<file path="config.mk">
export PLATFORM = sky130hd
export DESIGN_NAME = wave_generator
export DESIGN_NICKNAME = d
export VERILOG_FILES = /design/src/rtl/wave_generator.sv
export SDC_FILE = /design/constraint.sdc
export NUM_CORES = 1
export LEC_CHECK = 0
export CORE_AREA = 4 4 181 200
export DETAILED_ROUTE_END_ITERATION = 10
export DIE_AREA = 0 0 185 204
export PLACE_DENSITY = 0.72
export SETUP_SLACK_MARGIN = 0.05
export SLEW_MARGIN = 40
export SYNTH_ARGS = -nofsm -noshare
export SYNTH_HDL_FRONTEND = slang
export SYNTH_SLANG_ARGS = --single-unit
</file>
<file path="constraint.sdc">
create_clock -name CLK_32KHz -period 15.75 [get_ports CLK_32KHz]
set_input_delay 3.15 -clock CLK_32KHz [delete_from_list [all_inputs] [get_ports CLK_32KHz]]
set_output_delay 3.15 -clock CLK_32KHz [all_outputs]
set_load 0.005 [all_outputs]
</file>
<file path="src/rtl/wave_generator.sv">
// Phase-accumulating waveform generator: sine/square/sawtooth/triangle with
// amplitude scaling and a configuration handshake that is applied only at a
// period boundary. Emits one registered sample per sample clock.
module wave_generator #(
  parameter int SAMPLE_RATE = 32000,
  parameter int FREQ_W      = 14,
  parameter int SAMPLE_W    = 8,
  parameter int TABLE_AW    = 7,
  parameter int AMP_W       = 8
) (
  input  logic                CLK_32KHz,
  input  logic                reset_n,
  input  logic                enable,
  input  logic                cfg_valid,
  output logic                cfg_ready,
  input  logic [FREQ_W-1:0]   cfg_freq,
  input  logic [1:0]          cfg_mode,
  input  logic [AMP_W-1:0]    cfg_amp,
  output logic [SAMPLE_W-1:0] sample_out,
  output logic                cycle_start
);

  localparam int N    = 2 ** TABLE_AW;
  localparam int M    = 2 ** SAMPLE_W - 1;
  localparam int PH_W = $clog2(2 * SAMPLE_RATE);
  localparam int IX_W = PH_W + TABLE_AW;
  localparam int WW   = SAMPLE_W + TABLE_AW + 2;
  localparam logic [PH_W-1:0] SR   = PH_W'(SAMPLE_RATE);
  localparam logic [PH_W-1:0] HALF = PH_W'(SAMPLE_RATE / 2);

  typedef struct packed {
    logic [PH_W-1:0]  freq;
    logic [1:0]       mode;
    logic [AMP_W-1:0] amp;
  } cfg_t;

  // Raised-cosine sine table, evaluated at elaboration time.
  function automatic int sine_val(input int k);
    real a;
    a = real'(M) * (1.0 - $cos(2.0 * 3.14159265358979323846 * real'(k) / real'(N))) / 2.0;
    return $rtoi(a + 0.5 + 1.0e-9);
  endfunction

  logic [N-1:0][SAMPLE_W-1:0] sine_tbl;
  for (genvar gk = 0; gk < N; gk++) begin : g_sine
    localparam int V = sine_val(gk);
    assign sine_tbl[gk] = SAMPLE_W'(V);
  end

  logic [PH_W-1:0]     phase, p;
  logic                wrap, wrap_q, pend, en_q, accept, bypass;
  cfg_t                act, pend_cfg, req;
  logic [TABLE_AW-1:0] idx;
  logic [WW-1:0]       saw_w, tri_w, tri_sat;
  logic [SAMPLE_W-1:0] wave;
  logic [SAMPLE_W+AMP_W:0] scaled;

  assign cfg_ready = ~pend;
  assign accept    = cfg_valid & cfg_ready;
  assign bypass    = ~enable | (act.freq == '0);

  // Clamp the requested frequency to Nyquist as it is captured.
  always_comb begin
    req.freq = (PH_W'(cfg_freq) > HALF) ? HALF : PH_W'(cfg_freq);
    req.mode = cfg_mode;
    req.amp  = cfg_amp;
  end

  // Accumulator step; sum stays below 1.5*SAMPLE_RATE so PH_W bits suffice.
  always_comb begin
    p    = phase + act.freq;
    wrap = enable & (p >= SR);
  end

  // Phase-to-index and waveform shaping from the current phase register.
  always_comb begin
    idx     = TABLE_AW'(({phase, TABLE_AW'(0)}) / IX_W'(SAMPLE_RATE));
    saw_w   = (WW'(idx) * WW'(M)) / WW'(N - 1);
    if (int'(idx) < N / 2) tri_w = (WW'(idx) * WW'(M)) >> (TABLE_AW - 1);
    else                   tri_w = ((WW'(N) - WW'(idx)) * WW'(M)) >> (TABLE_AW - 1);
    tri_sat = (tri_w > WW'(M)) ? WW'(M) : tri_w;
    case (act.mode)
      2'd0:    wave = sine_tbl[idx];
      2'd1:    wave = (int'(idx) >= N / 4 && int'(idx) < 3 * N / 4) ? SAMPLE_W'(M) : '0;
      2'd2:    wave = SAMPLE_W'(saw_w);
      default: wave = SAMPLE_W'(tri_sat);
    endcase
    scaled = (SAMPLE_W + AMP_W + 1)'(wave) * ((SAMPLE_W + AMP_W + 1)'(act.amp) + 1'b1);
  end

  // Phase accumulator plus active/pending configuration registers.
  always_ff @(posedge CLK_32KHz or negedge reset_n) begin
    if (!reset_n) begin
      phase    <= '0;
      wrap_q   <= 1'b0;
      act      <= '0;
      pend_cfg <= '0;
      pend     <= 1'b0;
    end else begin
      if (enable) begin
        phase  <= wrap ? p - SR : p;
        wrap_q <= wrap;
      end else begin
        phase  <= '0;
        wrap_q <= 1'b0;
      end
      // accept implies !pend, so the branches below never collide
      if (accept && bypass) begin
        act <= req;
      end else if (accept) begin
        pend_cfg <= req;
        pend     <= 1'b1;
      end else if (pend && wrap) begin
        act  <= pend_cfg;
        pend <= 1'b0;
      end
    end
  end

  // Registered sample and period-start marker aligned with index 0.
  always_ff @(posedge CLK_32KHz or negedge reset_n) begin
    if (!reset_n) begin
      sample_out  <= '0;
      cycle_start <= 1'b0;
      en_q        <= 1'b0;
    end else begin
      en_q <= enable;
      if (enable) begin
        sample_out  <= SAMPLE_W'(scaled >> AMP_W);
        cycle_start <= wrap_q | ~en_q;
      end else begin
        sample_out  <= '0;
        cycle_start <= 1'b0;
      end
    end
  end

endmodule

</file>
==> impl_metrics.env <==
export IMPL_outcome="finished, violations left"
export IMPL_failed_checks="setup timing"
export IMPL_crit_cells=65
export IMPL_timing_critical_path_from="phase[14]$_DFF_PN0_"
export IMPL_buffer_ports_inserted=37
export IMPL_unique_masters_post_synth=104
export IMPL_core_area_um2=34100
export IMPL_chipHeight_um=204
export IMPL_ant_nets=0
export IMPL_fp_dieArea_um2=37700
export IMPL_numClockSinks=76
export IMPL_cp_slowest_cell="sky130_fd_sc_hd__fa_1"
export IMPL_timing_worst_setup_path_type="flip-flop to flip-flop"
export IMPL_timing_max_transition_violations_final=0
export IMPL_antennaDiodeCount=0
export IMPL_mappedNetlistArea_um2=14800
export IMPL_groute_usage_overall_pct=25.6
export IMPL_synthesis_yosys_warnings=0
export IMPL_preCtsSetupSlack_ns=-0.890
export IMPL_critical_path_buf_inv_count=11
export IMPL_syn2layout_area_growth_pct=38.1
export IMPL_gp_congestion=0.940
export IMPL_clock_tree_root_cell="sky130_fd_sc_hd__clkbuf_16"
export IMPL_floorplan_io_pins=38
export IMPL_via_count=16400
export IMPL_synth_seq_cells=76
export IMPL_synth_area_per_cell_um2=7.78
export IMPL_route_final_wire_length_um=49100
export IMPL_synth_edff_count=0
export IMPL_grt_pass1_vias=16500
export IMPL_hp_class="flip-flop to flip-flop"
export IMPL_detailedRoute_firstIterationViolations=1271
export IMPL_tightest_slew_ns=0.876
export IMPL_drt_pass1_iterations=8
export IMPL_worst_r2r_cell_count=65
export IMPL_r2r_end="sample_out[4]$_DFF_PN0_"
export IMPL_arrival_ns=16.26
export IMPL_hpwl_um=38200
export IMPL_finClkSkew_ns=0.0109
export IMPL_worst_r2r_startpoint="phase[14]$_DFF_PN0_"
export IMPL_floorplan_initialDensity_pct=43.5
export IMPL_leading_cell_types_in_the_layout_fill_and_taps_excluded="425 x sky130_fd_sc_hd__buf_4, 170 x sky130_fd_sc_hd__nand2_1, 161 x sky130_fd_sc_hd__inv_1"
export IMPL_largest_stage_delay_on_the_critical_path_ns=0.52
export IMPL_finalWorstSetupSlack_ns=-0.292
export IMPL_hold_violations=0
export IMPL_cp_common_cell="sky130_fd_sc_hd__fa_1"
export IMPL_clock_tree_buffer_depth=2
export IMPL_async_flop_share_pct=100
export IMPL_h_tree_depth=3
export IMPL_setup_worst_path_start_class="flip-flop"
export IMPL_gr_total_overflow=0
export IMPL_reg2reg_setup_slack_ns=-0.29
export IMPL_cp_data_required_time_ns=15.97
export IMPL_synthesized_nets=2162
export IMPL_timing_setup_tns_ns=-1.74
export IMPL_grt_start_max_net_pins=77
export IMPL_post_drt_via_cell_ratio=5.95
export IMPL_antenna_found_initial=0
export IMPL_grt_pass1_wl_um=81600
export IMPL_report_final_setup_viol=7
export IMPL_worst_setup_path_end_kind="flip-flop"
export IMPL_post_route_cells_drive_above_1_share_pct=31.1
export IMPL_timing_critical_path_max_delay_family="simple AND/OR/NAND/NOR gates"
export IMPL_layout_commonest_cell="sky130_fd_sc_hd__buf_4"
export IMPL_layout_worst_path_cycle_share_pct=102
export IMPL_layout_min_cycle_time_ns=16.04
export IMPL_critical_path_max_fanout=8
export IMPL_critical_path_endpoint="sample_out[4]$_DFF_PN0_"
export IMPL_timing_fmax_mhz=62.3
export IMPL_die_x_um=185
export IMPL_residual_drc_count=0
export IMPL_rsz0062_at_grt="true"
export IMPL_num_nets_final=2571
export IMPL_clkTransAtPathRegs_ns=0.06
export IMPL_route_detailed_wl_per_inst_um=17.8
export IMPL_synth_flop_cell="sky130_fd_sc_hd__dfrtp_1"
export IMPL_number_of_buffers_added_by_the_clock_tree_synthesis_step=9
export IMPL_insertion_delay_of_the_later_clocked_pin_in_the_worst_skew_pair_ns=0.34
export IMPL_timing_max_cap_violations=0
export IMPL_post_synth_inst_count=1907
export IMPL_floorplan_rows=71
export IMPL_tritoncts="done"
export IMPL_slew_limit_headroom_pct=41.1
export IMPL_synth_seq_area_share_pct=12.8
==> sequential cells by signal, summed over array words and instances (netlist names) <==
register	flops
sample_out	8
phase	16
pend	1
wrap_q	1
act	24
cycle_start	1
pend_cfg	24
en_q	1
==> synthesized netlist by cell type, types with 52 or more instances <==
cell type / n / area share [%]
sky130_fd_sc_hd__a21oi_1: 137 / 4.6
sky130_fd_sc_hd__clkbuf_1: 52 / 1.3
sky130_fd_sc_hd__dfrtp_1: 76 / 13
sky130_fd_sc_hd__fa_1: 88 / 12
sky130_fd_sc_hd__ha_1: 139 / 12
sky130_fd_sc_hd__inv_1: 165 / 4.2
sky130_fd_sc_hd__nand2_1: 176 / 4.5
sky130_fd_sc_hd__nand3_1: 53 / 1.8
sky130_fd_sc_hd__nor2_1: 173 / 4.4
sky130_fd_sc_hd__nor3_1: 54 / 1.8
sky130_fd_sc_hd__o21ai_0: 92 / 3.1
sky130_fd_sc_hd__xnor2_1: 54 / 3.2
==> metal layers <==
metal | global-route usage [%] | vias up | part of all wire, %
li1 | - | 7786 | -
met1 | 33.9 | 7949 | 43
met2 | 44.8 | 562 | 50
met3 | 2.01 | 107 | 4.7
met4 | 7.03 | 0 | 2.6
met5 | 0 | - | 0
==> repair_timing <==
action | 4_1_cts | 5_1_grt
cloned | 0 | 0
hold buffers | 0 | 0
endpoints found under the setup margin | 8 | 8
resized for setup | 127 | 61
pin swaps | 88 | 30
buffers inserted | 43 | 5
==> area by class of cell <==
cell class / count / area (um2)
timing repair buffer: 481 / 3810
clock inverter: 6 / 93.8
inverter: 168 / 631
tap: 438 / 548
fill: 2894 / 13600
clock buffer: 10 / 239
multi-input combinational: 1580 / 13300
sequential: 76 / 1910
==> metrics by stage <==
stage	cell area, um2	std cells	util [%]	hold slack [ns]
after floorplan	15300	1907	-	0.395
after CTS	20200	2754	59.1	0.426
after detailed placement	18900	2695	55.3	0.417
after global placement	18800	2694	55.2	0.409
after global routing	20500	2759	60.1	0.447
final	20500	2759	60.1	0.421
==> worst min path at each step <==
| stage | startpoint | endpoint | slack, ns | depth (start not counted) |
|---|---|---|---|---|
| floorplan | en_q$_DFF_PN0_ | cycle_start$_DFF_PN0_ | 0.40 | 1 |
| global placement | en_q$_DFF_PN0_ | cycle_start$_DFF_PN0_ | 0.41 | 1 |
| detailed placement | en_q$_DFF_PN0_ | cycle_start$_DFF_PN0_ | 0.42 | 1 |
| CTS | en_q$_DFF_PN0_ | cycle_start$_DFF_PN0_ | 0.43 | 1 |
| global route | en_q$_DFF_PN0_ | cycle_start$_DFF_PN0_ | 0.45 | 1 |
| finish | en_q$_DFF_PN0_ | cycle_start$_DFF_PN0_ | 0.42 | 1 |
==> logic make-up after synthesis <==
logic type / after synthesis / share of synthesized area [%]
flip-flops: 76 / 12.8
XOR/XNOR: 75 / 4.53
buffers and inverters: 251 / 6.80
multiplexers: 40 / 3.01
AND/OR/NAND/NOR: 649 / 21.4
AO/OA/AOI/OAI: 587 / 27.7
adder cells (fa/ha/maj): 229 / 23.7
==> worst register-to-register path, delay by kind of cell, from the launching register on <==
family,cells,cell delay [ns]
buffers and inverters,11,1.32
flip-flops,1,0.44
adder cells (fa/ha/maj),9,3.78
AND/OR/NAND/NOR,19,4.93
multiplexers,3,0.58
AO/OA/AOI/OAI,23,4.84
Power is not shown: default switching activity piles up to over one toggle a cycle in this logic, so the estimate is an artifact.
